--- src/rtl/vga_timing.sv ---
// Parametrised VGA raster timing generator: h/v/frame counters advanced by a pixel
// enable, decoded into sync/visible/strobe outputs and delayed DELAY enabled clocks.
module vga_timing #(
  parameter int H_VISIBLE   = 640,
  parameter int H_FRONT     = 16,
  parameter int H_SYNC      = 96,
  parameter int H_BACK      = 48,
  parameter int V_VISIBLE   = 480,
  parameter int V_FRONT     = 10,
  parameter int V_SYNC      = 2,
  parameter int V_BACK      = 33,
  parameter int H_SYNC_POL  = 0,
  parameter int V_SYNC_POL  = 0,
  parameter int COUNT_WIDTH = 10,
  parameter int FRAME_WIDTH = 10,
  parameter int DELAY       = 1
) (
  input  logic                   clock,
  input  logic                   reset,
  input  logic                   pixel_en,
  output logic                   h_sync,
  output logic                   v_sync,
  output logic                   h_visible,
  output logic                   v_visible,
  output logic                   visible,
  output logic [COUNT_WIDTH-1:0] h_count,
  output logic [COUNT_WIDTH-1:0] v_count,
  output logic [FRAME_WIDTH-1:0] frame_count,
  output logic                   line_start,
  output logic                   frame_start,
  output logic                   vblank_start
);

  localparam int H_TOTAL = H_VISIBLE + H_FRONT + H_SYNC + H_BACK;
  localparam int V_TOTAL = V_VISIBLE + V_FRONT + V_SYNC + V_BACK;

  localparam logic [COUNT_WIDTH-1:0] H_LAST       = COUNT_WIDTH'(H_TOTAL - 1);
  localparam logic [COUNT_WIDTH-1:0] V_LAST       = COUNT_WIDTH'(V_TOTAL - 1);
  localparam logic [COUNT_WIDTH-1:0] H_VIS_END    = COUNT_WIDTH'(H_VISIBLE);
  localparam logic [COUNT_WIDTH-1:0] V_VIS_END    = COUNT_WIDTH'(V_VISIBLE);
  localparam logic [COUNT_WIDTH-1:0] H_SYNC_START = COUNT_WIDTH'(H_VISIBLE + H_FRONT);
  localparam logic [COUNT_WIDTH-1:0] H_SYNC_END   = COUNT_WIDTH'(H_VISIBLE + H_FRONT + H_SYNC);
  localparam logic [COUNT_WIDTH-1:0] V_SYNC_START = COUNT_WIDTH'(V_VISIBLE + V_FRONT);
  localparam logic [COUNT_WIDTH-1:0] V_SYNC_END   = COUNT_WIDTH'(V_VISIBLE + V_FRONT + V_SYNC);

  localparam logic H_ACTIVE = (H_SYNC_POL != 0);
  localparam logic V_ACTIVE = (V_SYNC_POL != 0);

  // One pipeline stage: everything describing a single beam position.
  typedef struct packed {
    logic                   h_sync;
    logic                   v_sync;
    logic                   h_visible;
    logic                   v_visible;
    logic                   visible;
    logic [COUNT_WIDTH-1:0] h_count;
    logic [COUNT_WIDTH-1:0] v_count;
    logic [FRAME_WIDTH-1:0] frame_count;
    logic                   line_start;
    logic                   frame_start;
    logic                   vblank_start;
  } raster_t;

  function automatic raster_t idle_value();
    raster_t r;
    r        = '0;
    r.h_sync = ~H_ACTIVE;
    r.v_sync = ~V_ACTIVE;
    return r;
  endfunction

  localparam raster_t IDLE = idle_value();

  logic [COUNT_WIDTH-1:0] h;
  logic [COUNT_WIDTH-1:0] v;
  logic [FRAME_WIDTH-1:0] frame;
  logic                   h_last;
  logic                   v_last;
  raster_t                decoded;
  raster_t                pipe [DELAY];

  assign h_last = (h == H_LAST);
  assign v_last = (v == V_LAST);

  always_ff @(posedge clock or posedge reset) begin
    if (reset) begin
      h     <= '0;
      v     <= '0;
      frame <= '0;
    end else if (pixel_en) begin
      if (h_last) begin
        h <= '0;
        if (v_last) begin
          v     <= '0;
          frame <= frame + 1'b1;
        end else begin
          v <= v + 1'b1;
        end
      end else begin
        h <= h + 1'b1;
      end
    end
  end

  always_comb begin
    decoded              = IDLE;
    decoded.h_sync       = ((h >= H_SYNC_START) && (h < H_SYNC_END)) ? H_ACTIVE : ~H_ACTIVE;
    decoded.v_sync       = ((v >= V_SYNC_START) && (v < V_SYNC_END)) ? V_ACTIVE : ~V_ACTIVE;
    decoded.h_visible    = (h < H_VIS_END);
    decoded.v_visible    = (v < V_VIS_END);
    decoded.visible      = (h < H_VIS_END) && (v < V_VIS_END);
    decoded.h_count      = h;
    decoded.v_count      = v;
    decoded.frame_count  = frame;
    decoded.line_start   = (h == '0);
    decoded.frame_start  = (h == '0) && (v == '0);
    decoded.vblank_start = (h == '0) && (v == V_VIS_END);
  end

  // Stages only shift on enabled cycles, so strobes stretch with a slow pixel_en.
  always_ff @(posedge clock or posedge reset) begin
    if (reset) begin
      for (int i = 0; i < DELAY; i++) pipe[i] <= IDLE;
    end else if (pixel_en) begin
      pipe[0] <= decoded;
      for (int i = 1; i < DELAY; i++) pipe[i] <= pipe[i-1];
    end
  end

  assign h_sync       = pipe[DELAY-1].h_sync;
  assign v_sync       = pipe[DELAY-1].v_sync;
  assign h_visible    = pipe[DELAY-1].h_visible;
  assign v_visible    = pipe[DELAY-1].v_visible;
  assign visible      = pipe[DELAY-1].visible;
  assign h_count      = pipe[DELAY-1].h_count;
  assign v_count      = pipe[DELAY-1].v_count;
  assign frame_count  = pipe[DELAY-1].frame_count;
  assign line_start   = pipe[DELAY-1].line_start;
  assign frame_start  = pipe[DELAY-1].frame_start;
  assign vblank_start = pipe[DELAY-1].vblank_start;

endmodule

--- config.mk ---
export PLATFORM = sky130hd
export DESIGN_NAME = vga_timing
export DESIGN_NICKNAME = d
export VERILOG_FILES = /design/src/rtl/vga_timing.sv
export SDC_FILE = /design/constraint.sdc
export NUM_CORES = 1
export LEC_CHECK = 0
export ABC_AREA = 1
export CELL_PAD_IN_SITES_DETAIL_PLACEMENT = 0
export CELL_PAD_IN_SITES_GLOBAL_PLACEMENT = 2
export CORE_MARGIN = 3
export CORE_UTILIZATION = 30
export CTS_CLUSTER_DIAMETER = 30
export CTS_CLUSTER_SIZE = 40
export DETAILED_ROUTE_END_ITERATION = 16
export GPL_TIMING_DRIVEN = 0
export HOLD_SLACK_MARGIN = 0.03
export PLACE_DENSITY = 0.77
export SLEW_MARGIN = 20
export SYNTH_ARGS = -nofsm -noshare
export SYNTH_HDL_FRONTEND = slang
export SYNTH_SLANG_ARGS = --single-unit
--- constraint.sdc ---
create_clock -name clock -period 2.2 [get_ports clock]
set_input_delay 0.44 -clock clock [delete_from_list [all_inputs] [get_ports clock]]
set_output_delay 0.44 -clock clock [all_outputs]
set_load 0.02 [all_outputs]
== After elaboration in Yosys (flattened, before gate mapping) ==
Cells that the tools add are included.

* Multiplexer cells: 4
* Magnitude comparators: 6
* Add/subtract/negate cells: 3
* Reduce and logical (&&, ||, !) cells: 9
* Equal/unequal tests: 3

{| class="wikitable"
|+ Operators with widths
! operator !! number
|-
| $add 10x1->10 const B || 3
|-
| $eq 10x10->1 const B || 2
|-
| $logic_not 10->1 || 2
|-
| $lt 10x10->1 const B || 2
|-
| $lt 10x9->1 const B || 2
|-
| $mux 10 || 2
|-
| $eq 10x9->1 const B || 1
|-
| $ge 10x10->1 const B || 1
|-
| $ge 10x9->1 const B || 1
|-
| $logic_and 1x1->1 || 5
|-
| $reduce_and 3->1 || 1
|-
| $mux 1 || 2
|-
| $reduce_and 2->1 || 1
|}

* Logic and storage cells: 39
* Register bits after elaboration: 68
* Bits of input ports: 3

== Depth between registers and ports, before layout ==
Gate-level depths: netlist of the first run.

* Depth after elaboration: 3
* Depth in mapped cells: 9
* Mapped depth without buffers: 8

== Worst setup path after synthesis of the first run ==
OpenSTA, ideal clock, no wires.

* Path type: register -> register
* Start point: reg h[0]
* End point: reg frame[0]
* Stages on the path, launching flop included: 7
* Library setup time: 0.126 ns
* Clock period less this slack: 1.383 ns
* Arrival time: 1.257 ns
* Slack: 0.817 ns
* Path through: dfrtp_1 > ha_1 > nand4_2 > nor2_2 > buf_6 > nand2_2 > xnor2_2

* Cells in the longest elaborated chain, start to end: 2

{| class="wikitable"
|+ Ends and longest elaborated chain
! element !! line !! RTL
|-
| start, declared || 74 || <nowiki>logic [COUNT_WIDTH-1:0] h;</nowiki>
|-
| start signal, assigned || 100 || <nowiki>h <= h + 1'b1;</nowiki>
|-
| $eq 10x10->1 || 82 || <nowiki>assign h_last = (h == H_LAST);</nowiki>
|-
| $reduce_and 3->1 (no line) || - ||
|-
| end signal, assigned || 95 || <nowiki>frame <= frame + 1'b1;</nowiki>
|-
| end, declared || 76 || <nowiki>logic [FRAME_WIDTH-1:0] frame;</nowiki>
|}

No other way between the ends.
A chain may end at the register's enable or synchronous reset.

== Worst setup path in the final report of the first run ==
* Start point: reg pipe, in the netlist v_sync
* End point: out v_sync

{| class="wikitable"
|+ RTL lines
! element !! line !! RTL
|-
| start, declared || 80 || <nowiki>raster_t pipe [DELAY];</nowiki>
|-
| end, declared || 22 || <nowiki>output logic v_sync,</nowiki>
|}

No word-level cell between the ends.

==> results.yml, run 1 <==
synthesis:
  synth_top_area_frac: 0.5089
  synth-adder-area-share: 0.02313
  seq_area_frac_synth: 0.5251
  synth_area_leaders: "dfrtp_1, nand2_1, o21ai_0"
  synth_nets: 389
  ys_warn_count: 0
  syn_avg_cell_area_um2: 8.541
  ys_types: 34
  synth_top_family_by_area: "simple AND/OR/NAND/NOR gates"
  yosys.area.top_type: "dfrtp_1"
  synth-xor-area-share: 0.04279
  synth-simple-area-share: 0.2618
  synth_seq_cells: 68
  syn-instance-count: 380
  synth-compound-area-share: 0.08327
  syn-cell-area_um2: 3246
  synth_mux_area_frac: 0
pwr:
  switching_power_mw: 1.194
  ir_worst_vdd_v: 0.0003403
  leakage_nw: 1.940
  intPower_mw: 2.332
  pwr-share-clk: 0.299
  comb_power_share: 0.244
  p_per_area_nw_per_um2: 872.5
  power_frac_seq: 0.457
  switching_share: 0.3387
sta:
  max-slew-margin-rel: 0.6169
  max_slew.worst_pin.slew_ns: 0.5747
  fin_crit_ns: 1.936
  rsz0062_at_grt: "false"
  max_freq_mhz: 516.6
  setup_ws_ns: 0.2642
  maxSlewViolCount: 0
  setup_viol: 0
  finalClockSkew_ns: 0.01308
  finalCritPeriodShare: 0.8799
  finalHoldViolations: 0
cts:
  htree_levels: 3
  cts_tree: "yes"
  cts_setup_buffers: 0
  clock_sinks: 68
  cts_root_buf: "clkbuf_8"
  post_cts_resize_count: 0
  cts_hold_buf: 0
  cts_buffer_depth: 2
  clk_pin_slew_ns: 0.08
  clock_latency_ns: 0.34
  cts_made_buffers: 9
finish:
  final_util: 0.3880
  drive_gt1_frac: 0.1007
  final_cells: 573
  fin_nets: 441
  num_antenna_cells: 0
  syn_to_final_growth_pct: 24.52
  nFillCells: 1118
placed_design:
  place_ws_ns: 0.09969
  dp_hpwl_um: 5922
  gp_congestion: 0.7935
  dp.cells: 557
  numPortBuffers: 40
worst_setup_path:
  reg2regPathDepth: 6
  crit_family: "buffers and inverters"
  ff2ff_setup_slack_ns: 0.57
  cp_max_fo: 2
  crit_required_ns: 1.76
  crit_path_end_kind: "primary output"
  cpPeakStageDelay_ns: 0.60
  startpoint_type: "flop"
  crit_arrival_ns: 1.50
  worstSetupPathType: "reg -> out"
  critical_path.cell_chain: "clkdlybuf4s50_1"
  regToRegStartpoint: "h[0]$_DFFE_PP0P_"
  crit_slowest_cell: "clkdlybuf4s50_1"
  critical_path_buf_inv_count: 1
  r2r_end: "frame[0]$_DFFE_PP0P_"
global_routing:
  grt_pass1_wl_um: 13360
  grt_pass1_vias: 2535
  grt_overflow_total: 0
  grt_max_degree: 40
  antenna_found_initial: 0
  grt.total_usage: 0.1470
detailed_routing:
  post_drt_wl_per_cell_um: 14.05
  dr.pass1.iters: 5
  antenna_left: 0
  drt_wl_total_um: 8053
  routed_via_density: 4.557
  drcViolationCount: 0
  drt_iter0_drc: 100
  via_count: 2611
floorplan:
  start_util: 0.3116
  die_h_um: 110.0
  pin_count: 41
  die_area_um2: 12100
  row_count: 37
  chipWidth_um: 110.0
  core_um2: 10420
worst_hold_path:
  hold_path.class: "in -> async"
flow_run:
  drv_cap: 0
outcome:
  status: "completed"
## cells in the final DEF (no fill, tap or decap), types with 5 or more instances in the layout
cell type	instances
nand3_1	20
nor2_1	32
inv_1	35
clkbuf_8	10
nand4_1	6
nor3_1	6
ha_1	6
xor2_1	12
clkbuf_1	5
dfrtp_1	66
a21oi_1	7
nand2_1	107
clkdlybuf4s50_1	40
o21ai_0	32
o21ai_1	9
## metrics by stage
stage	power [mW]	setup TNS (ns)	hold slack [ns]	instance area (um2)
after floorplan	2.150	0	0.4704	3246
after global placement	2.496	-82.63	0.4548	3816
after detailed placement	2.508	0	0.4588	3839
after CTS	3.588	0	0.4469	4041
after global routing	3.795	0	0.4630	4041
final	3.526	0	0.4447	4041
## synthesized netlist by cell type (all sizes together)
| cell type | n |
|---|---|
| ha | 6 |
| nand2 | 111 |
| xor2 | 12 |
| clkbuf | 4 |
| nor4 | 2 |
| nor2 | 37 |
| a21boi | 1 |
| o2bb2ai | 1 |
| a21oi | 7 |
| dfrtp | 66 |
| nand4 | 7 |
| o22ai | 1 |
| buf | 7 |
| nor3b | 1 |
| nor3 | 6 |
| o211ai | 1 |
| xnor2 | 3 |
| inv | 39 |
| dfstp | 2 |
| o21ai | 41 |
| nand3 | 24 |
| nand3b | 1 |
## logic make-up after synthesis
kind of cell / after synthesis
flip-flops: 68
AND/OR/NAND/NOR: 189
AO/OA/AOI/OAI: 52
XOR/XNOR: 15
adder cells (fa/ha/maj): 6
buffers and inverters: 50
## how the worst max path moves through the flow
| stage | from | end | slack (ns) | cells after the start |
|---|---|---|---|---|
| 6_report | v_sync$_DFFE_PP1P_ | v_sync | 0.26 | 1 |
| 5_1_grt | v_sync$_DFFE_PP1P_ | v_sync | 0.20 | 1 |
| 4_1_cts | v_sync$_DFFE_PP1P_ | v_sync | 0.24 | 1 |
| 3_5_place_dp | pixel_en | frame[0]$_DFFE_PP0P_ | 0.1 | 7 |
| 3_3_place_gp | reset | v[2]$_DFFE_PP0P_ | -1.24 | 2 |
| 2_1_floorplan | reset | frame[0]$_DFFE_PP0P_ | 0.05 | 1 |
## power by group through the flow
stage                     clock [mW]  sequential, mW  combinational, mW
after CTS                       1.10            1.62              0.875
after detailed placement           0            1.64              0.868
after floorplan                    0            1.71              0.441
after global placement             0            1.64              0.858
after global routing            1.17            1.65              0.981
final                           1.05            1.61              0.860
## routing by layer
layer  up-vias  routed length (um)  track usage
li1       1325                   -            -
met1      1235                4142       0.2180
met2        47                3475       0.2080
met3         4                 373      0.04077
met4         0                  61      0.04274
met5         -                   0            0
## registers in the layout, summed over array words and instances (netlist names), 10 cells and up
signal       flops
v_count         10
frame_count     10
h_count         10
v               10
frame           10
h               10
## layout make-up
cell class	instances	area, um2	share of cell area
Buffer	11	61.31	0.01517
Timing Repair Buffer	41	420.4	0.1040
Clock inverter	5	61.31	0.01517
Sequential cell	68	1704	0.4217
Clock buffer	11	141.4	0.03498
Tap cell	136	170.2	0.04211
Multi-Input combinational cell	262	1334	0.3300
Inverter	39	148.9	0.03684
Power figures use the tool's default switching activity.
==> run 2: changes to the inputs <==
Settings changed: CORE_ASPECT_RATIO set to 0.9, GPL_ROUTABILITY_DRIVEN set to 0.
==> run 2 against run 1 <==
Net effect:
- worst setup slack better by 0.012 ns
- highest routed layer unchanged
- critical endpoint unchanged
- die area hardly changed
- non-clock buffer count stayed put
- cell count is 1.2% lower
- critical path depth stayed put
==> results.yml, run 2 (synthesized netlist as in run 1, its figures left out) <==
pwr:
  p_per_area_nw_per_um2: 974.4
  leakage_nw: 1.993
  ir_worst_vdd_v: 0.0004017
cts:
  clk_pin_slew_ns: 0.06
  cts_root_buf: "clkbuf_16"
  cts_buffer_depth: 2
  post_cts_resize_count: 0
  htree_levels: 3
  cts_tree: "yes"
  cts_setup_buffers: 0
  cts_hold_buf: 0
  clock_sinks: 68
  cts_made_buffers: 9
  clock_latency_ns: 0.33
detailed_routing:
  dr.pass1.iters: 4
  antenna_left: 0
  via_count: 2649
  routed_via_density: 4.680
  drt_wl_total_um: 8050
  post_drt_wl_per_cell_um: 14.22
  drcViolationCount: 0
  drt_iter0_drc: 156
floorplan:
  start_util: 0.3127
  chipWidth_um: 115.6
  row_count: 35
  die_h_um: 104.7
  die_area_um2: 12100
  pin_count: 41
  core_um2: 10380
finish:
  stdcell_area_um2: 4154
  fin_nets: 441
  final_util: 0.4002
  layout_commonest_cell: "nand2_1"
  layout_common_cells: "nand2_1, dfrtp_1, clkdlybuf4s50_1, inv_1"
  drive_gt1_frac: 0.1030
  num_antenna_cells: 0
  syn_to_final_growth_pct: 27.99
sta:
  maxSlewViolCount: 0
  fin_crit_ns: 1.924
  finalCritPeriodShare: 0.8745
  max_slew.worst_pin.slew_ns: 0.5518
  tns_ns: 0
  finalClockSkew_ns: 0.006481
  whs_ns: 0.4576
  max_freq_mhz: 519.8
  max-slew-margin-rel: 0.6321
  finalHoldViolations: 0
  setup_ws_ns: 0.2762
  rsz0062_at_grt: "false"
  setup_viol: 0
global_routing:
  grt_overflow_total: 0
  grt_pass1_vias: 2620
  grt_pass1_wl_um: 13560
  grt.total_usage: 0.1425
  grt_max_degree: 41
  antenna_found_initial: 0
placed_design:
  placed_area_um2: 3830
  place_ws_ns: 0.1558
  numPortBuffers: 40
  dp_hpwl_um: 5869
worst_setup_path:
  critical_path.cell_chain: "clkdlybuf4s50_1"
  cp_max_fo: 2
  ff2ff_setup_slack_ns: 0.61
  crit_path_end_kind: "primary output"
  crit_required_ns: 1.76
  crit_slowest_cell: "clkdlybuf4s50_1"
  r2r_end: "frame[9]$_DFFE_PP0P_"
  critical_path_buf_inv_count: 1
  crit_family: "buffers and inverters"
  reg2regPathDepth: 7
  startpoint_type: "flop"
  worstSetupPathType: "reg -> out"
  crit_arrival_ns: 1.48
  cpPeakStageDelay_ns: 0.61
  regToRegStartpoint: "h[0]$_DFFE_PP0P_"
  cp.depth: 1
worst_hold_path:
  hold_path.class: "in -> async"
flow_run:
  drv_cap: 0
outcome:
  status: "completed"
-- run 2: changes by cell type in the layout (fill, tap and decap cells not counted) --
cell / previous run / this run
clkinv_4: 3 / 2
clkinvlp_4: 0 / 1
clkbuf_16: 0 / 9
inv_6: 0 / 1
clkbuf_1: 5 / 4
clkbuf_8: 10 / 0
bufinv_16: 1 / 2
-- run 2: routing by layer --
layer,global-route usage,vias up,share of wire
met5,0,-,0
met4,0.03728,0,0.012
met3,0.03185,9,0.034
met2,0.2112,45,0.44
met1,0.2096,1270,0.52
li1,-,1325,-
-- run 2: how the worst max path moves through the flow --
| stage | from | to | slack, ns |
|---|---|---|---|
| after global placement | reset | v_count[5]$_DFFE_PP0P_ | -1.29 |
| after detailed placement | pixel_en | v_count[4]$_DFFE_PP0P_ | 0.16 |
| after floorplan | reset | frame[0]$_DFFE_PP0P_ | 0.05 |
| final | v_sync$_DFFE_PP1P_ | v_sync | 0.28 |
| after global routing | v_sync$_DFFE_PP1P_ | v_sync | 0.25 |
| after CTS | v_sync$_DFFE_PP1P_ | v_sync | 0.27 |
-- run 2: power breakdown --
part           internal [mW]  leakage [nW]  switching, mW
sequential              1.44         0.815          0.179
clock                  0.998         0.156          0.564
combinational          0.336          1.02          0.531
total                   2.77          1.99           1.27
-- run 2: stage by stage --
step | instances | power, mW
after floorplan | 380 | 2.150
after global placement | 549 | 2.500
after detailed placement | 550 | 2.513
after CTS | 566 | 4.106
after global routing | 566 | 4.285
final | 566 | 4.048
-- run 2: layout make-up --
cell class | instances | area [um2]
inverters | 39 | 148.9
multi-input cells | 262 | 1334
flip-flops and latches | 68 | 1704
well taps | 129 | 161.4
clock inverters | 7 | 98.84
clock buffers | 9 | 225.2
plain buffers | 11 | 61.31
fillers | 1052 | 6225
repair buffers | 41 | 420.4
==> variant 1: new RTL, config.mk and constraints of run 2 <==
Change the parameter `COUNT_WIDTH` from 10 to 5.
--- a/src/rtl/vga_timing.sv
+++ b/src/rtl/vga_timing.sv
@@ -12,5 +12,5 @@
   parameter int H_SYNC_POL  = 0,
   parameter int V_SYNC_POL  = 0,
-  parameter int COUNT_WIDTH = 10,
+  parameter int COUNT_WIDTH = 5,
   parameter int FRAME_WIDTH = 10,
   parameter int DELAY       = 1
Interface: changed (resized h_count and v_count); port bits go from 41 to 31. No check against the original RTL was run, so the function may have changed too.
==> variant 1 against run 2 <==
Die area decreased by 35%. Non-clock buffer count decreased by 15. Area after synthesis decreased by 36%. First-iteration DRC count decreased by 64%. Sequential cell count decreased by 24. Wire length decreased by 44%. Synthesized cell count decreased by 37%. Setup slack improved by 0.059 ns. Power decreased by 44%. Final cell count decreased by 35%. Final area decreased by 38%. Sequential share of layout area increased by 1.6 points. Global-route usage decreased by 1.5 points. Fmax increased by 3.2%. Critical path type unchanged. Largest cell class unchanged. Highest routed layer unchanged.
==> variant 1: results (changes against run 2) <==
vias in the first global route 1,582 (was 2,620); Detailed Route WL 4540 µm (was 8050 µm); HPWL Detailed 3350 µm (was 5870 µm); Post-DP Area 2470 µm² (was 3830 µm²); layout cell share with drive strength beyond 1 10.1% (was 10.3%); Peak VDD IR 0.367 mV (was 0.402 mV); post-synthesis compound-gate area fraction 7.64% (was 8.33%); H-Tree Depth 2 (was 3); Seq/Total Area, Yosys 53.5% (was 52.5%); root buffer cell clkbuf_8 (was clkbuf_16); status complete, no violations (unchanged); XOR/XNOR Fraction of Synth Area 0.848% (was 4.28%); Port Buffers 27 (was 40); worst slew pin tran 0.558 ns (was 0.552 ns); synth cell count leaders 73 x nand2_1, 42 x dfrtp_1, 27 x inv_1 (was 107 x nand2_1, 66 x dfrtp_1, 36 x inv_1); distinct cell type count after synthesis 29 (was 34); largest net degree at the start of global routing 33 (was 41); drt wl/cell 12.3 µm (was 14.2 µm); placed cells 360 (was 550); top post-synthesis cells by area dfrtp_1 51%, nand2_1 13%, o21ai_0 5.6% (was dfrtp_1 51%, nand2_1 12%, o21ai_0 4.9%); Mean Syn Cell Area 8.60 µm² (was 8.54 µm²); static leakage 1.22 nW (was 1.99 nW); nets 288 (was 441); pre-CTS setup slack 0.339 ns (was 0.156 ns); Adder-Cell Fraction of Synth Area 4.85% (was 2.31%); clk_skew 0.00670 ns (was 0.00648 ns); FILL cells 688 (was 1,052); CTS clk-pin slew, worst paths 0.09 ns (was 0.06 ns)
variant 1: logic make-up after synthesis:
logic type | count (synthesis)
compound gates | 30
simple gates | 118
xor+xnor | 2
buf+inv | 37
fa+ha+maj | 8
flops | 44
other cells | 1
variant 1: metal layers:
metal,up-vias,GRT usage [%],part of all wire (%)
li1,825,-,-
met4,0,3.60,0.88
met1,719,18.8,53
met5,-,0,0
met2,29,18.4,42
met3,5,3.05,4.3
variant 1: area by class of cell:
cell class / count / share of cell area, %
multi-input cells: 161 / 31.0
inverters: 28 / 4.25
plain buffers: 9 / 2.12
well taps: 90 / 4.35
flip-flops and latches: 44 / 42.6
clock inverters: 3 / 1.83
clock buffers: 5 / 2.66
repair buffers: 28 / 11.2
variant 1: path summary, 6_finish.rpt:
| check | from | end | slack, ns | cells past startpoint |
|---|---|---|---|---|
| min in group clock | h_count[0] | h_count[0] | 0.47 | 2 |
| max in group asynchronous | reset | v_sync | 1.27 | 3 |
| worst max-delay path | v_sync | v_sync | 0.34 | 1 |
| worst max register to register | h[0] | v[2] | 0.39 | 9 |
| worst min register to register | h_count[0] | h_count[0] | 0.47 | 2 |
| worst min-delay path | reset | frame_count[4] | 0.40 | 2 |
variant 1: power by group:
| group | leakage (nW) | internal [mW] | switching, mW |
|---|---|---|---|
| clock network | 0.0583 | 0.342 | 0.300 |
| registers | 0.554 | 0.937 | 0.106 |
| logic | 0.612 | 0.226 | 0.339 |
| total | 1.22 | 1.50 | 0.745 |
==> variant 2: new RTL, flow settings as in run 2 <==
Made on the original files. Reset style: synchronous (`reset`), changed in 2 clocked blocks.
--- a/src/rtl/vga_timing.sv
+++ b/src/rtl/vga_timing.sv
@@ -83,5 +83,5 @@
   assign v_last = (v == V_LAST);
 
-  always_ff @(posedge clock or posedge reset) begin
+  always_ff @(posedge clock) begin
     if (reset) begin
       h     <= '0;
@@ -119,5 +119,5 @@
 
   // Stages only shift on enabled cycles, so strobes stretch with a slow pixel_en.
-  always_ff @(posedge clock or posedge reset) begin
+  always_ff @(posedge clock) begin
     if (reset) begin
       for (int i = 0; i < DELAY; i++) pipe[i] <= IDLE;
Behaviour: differs if reset is asserted again (counterexample within 4 cycles, from zero or initial values and one cycle with reset high); with reset held inactive, the same outputs for 10 cycles.
==> variant 2 against run 2 <==
Non-clock buffer count is 6 lower. Wire length is 9.3% lower. Final area is 0.78% lower. Fmax is 5.2% lower. Sequential cell count stayed put. Die area is 0.47% lower. Setup slack worse by 0.10 ns. Area after synthesis is 0.50% lower. Global-route usage is 1.4 points lower. First-iteration DRC count is 11% lower. Highest routed layer unchanged.
Power is not compared: it rests on default switching activity, and its combinational part moved more than twofold at a synthesized area within 25%.
==> variant 2: results (changes against run 2) <==
status complete, no violations (unchanged); top post-synthesis cells by area edfxtp_1 35%, dfxtp_1 19%, nand2_1 8.8% (was dfrtp_1 51%, nand2_1 12%, o21ai_0 4.9%); Hold Crit Class flip-flop to flip-flop (was input port to asynchronous set/reset pin); Mapped Nets 384 (was 389); crit-path max FO 22 (was 2); synth cell count leaders 76 x nand2_1, 70 x nor2_1, 50 x inv_1 (was 107 x nand2_1, 66 x dfrtp_1, 36 x inv_1); placed cells 544 (was 550); clk_skew 0.00434 ns (was 0.00648 ns); largest net degree at the start of global routing 23 (was 41); FILL cells 1,068 (was 1,052); met1 Use GR 17.7% (was 21.0%); WL met1 3680 µm (was 4180 µm); WL met3 303 µm (was 277 µm); Synth async-reset ratio 0% (was 100%); Iteration-0 DRC Markers 139 (was 156); HPWL Detailed 5230 µm (was 5870 µm); EDFF count, synth 38 (was 0); met2 Usage GRT 19.3% (was 21.1%); Mean Syn Cell Area 8.61 µm² (was 8.54 µm²); Critical Path AT 2.07 ns (was 1.48 ns); Adder-Cell Fraction of Synth Area 2.32% (was 2.31%); DR WL met2 3220 µm (was 3500 µm); via count 2,531 (was 2,649); Port Buffers 39 (was 40); Global Route met3 Usage 3.49% (was 3.18%)
[variant 2: changes by cell type after synthesis, moves of 5 or more]
cell,change
a21oi_2,+5
o21ai_0,-27
dfrtp_1,-66
o21ai_1,-6
xor2_1,-6
nand2_1,-31
dfxtp_1,+30
nor2_1,+38
a21oi_1,+5
edfxtp_1,+38
inv_1,+14
nand2_2,+7
[variant 2: cell type report]
| class | instances | area, µm² | area share [%] |
|---|---|---|---|
| Tap cell | 129 | 161 | 3.92 |
| Clock inverter | 5 | 77.6 | 1.88 |
| Clock buffer | 11 | 233 | 5.65 |
| Sequential cell | 68 | 1740 | 42.3 |
| Buffer | 6 | 25.0 | 0.607 |
| Multi-Input combinational cell | 247 | 1260 | 30.6 |
| Timing Repair Buffer | 40 | 418 | 10.1 |
| Inverter | 54 | 203 | 4.92 |
[variant 2: worst paths after layout]
path,slack [ns],depth (start not counted),start,end
worst max register to register,0.56,8,h[1],h[9]
worst max-delay path,0.17,4,pixel_en,pipe[0][34]
worst min register to register,0.48,2,frame[9],frame[9]
worst min-delay path,0.48,2,frame[9],frame[9]
[variant 2: metrics by stage]
| step | instance area (µm²) | setup TNS (ns) | power (mW) | worst slack, ns | hold slack, ns |
|---|---|---|---|---|---|
| floorplan | 3230 | 0 | 1.51 | 0.0469 | 0.458 |
| global placement | 3780 | -34.33 | 1.59 | -0.819 | 0.472 |
| detailed placement | 3810 | -7.18 | 1.60 | -0.216 | 0.476 |
| CTS | 4120 | 0 | 3.13 | 0.144 | 0.485 |
| global route | 4120 | 0 | 3.19 | 0.0643 | 0.517 |
| finish | 4120 | 0 | 3.08 | 0.171 | 0.482 |
[variant 2: critical path: cells and delay by family]
family        cells  cell delay [ns]
simple gates      1             0.53
buf+inv           3             1.08
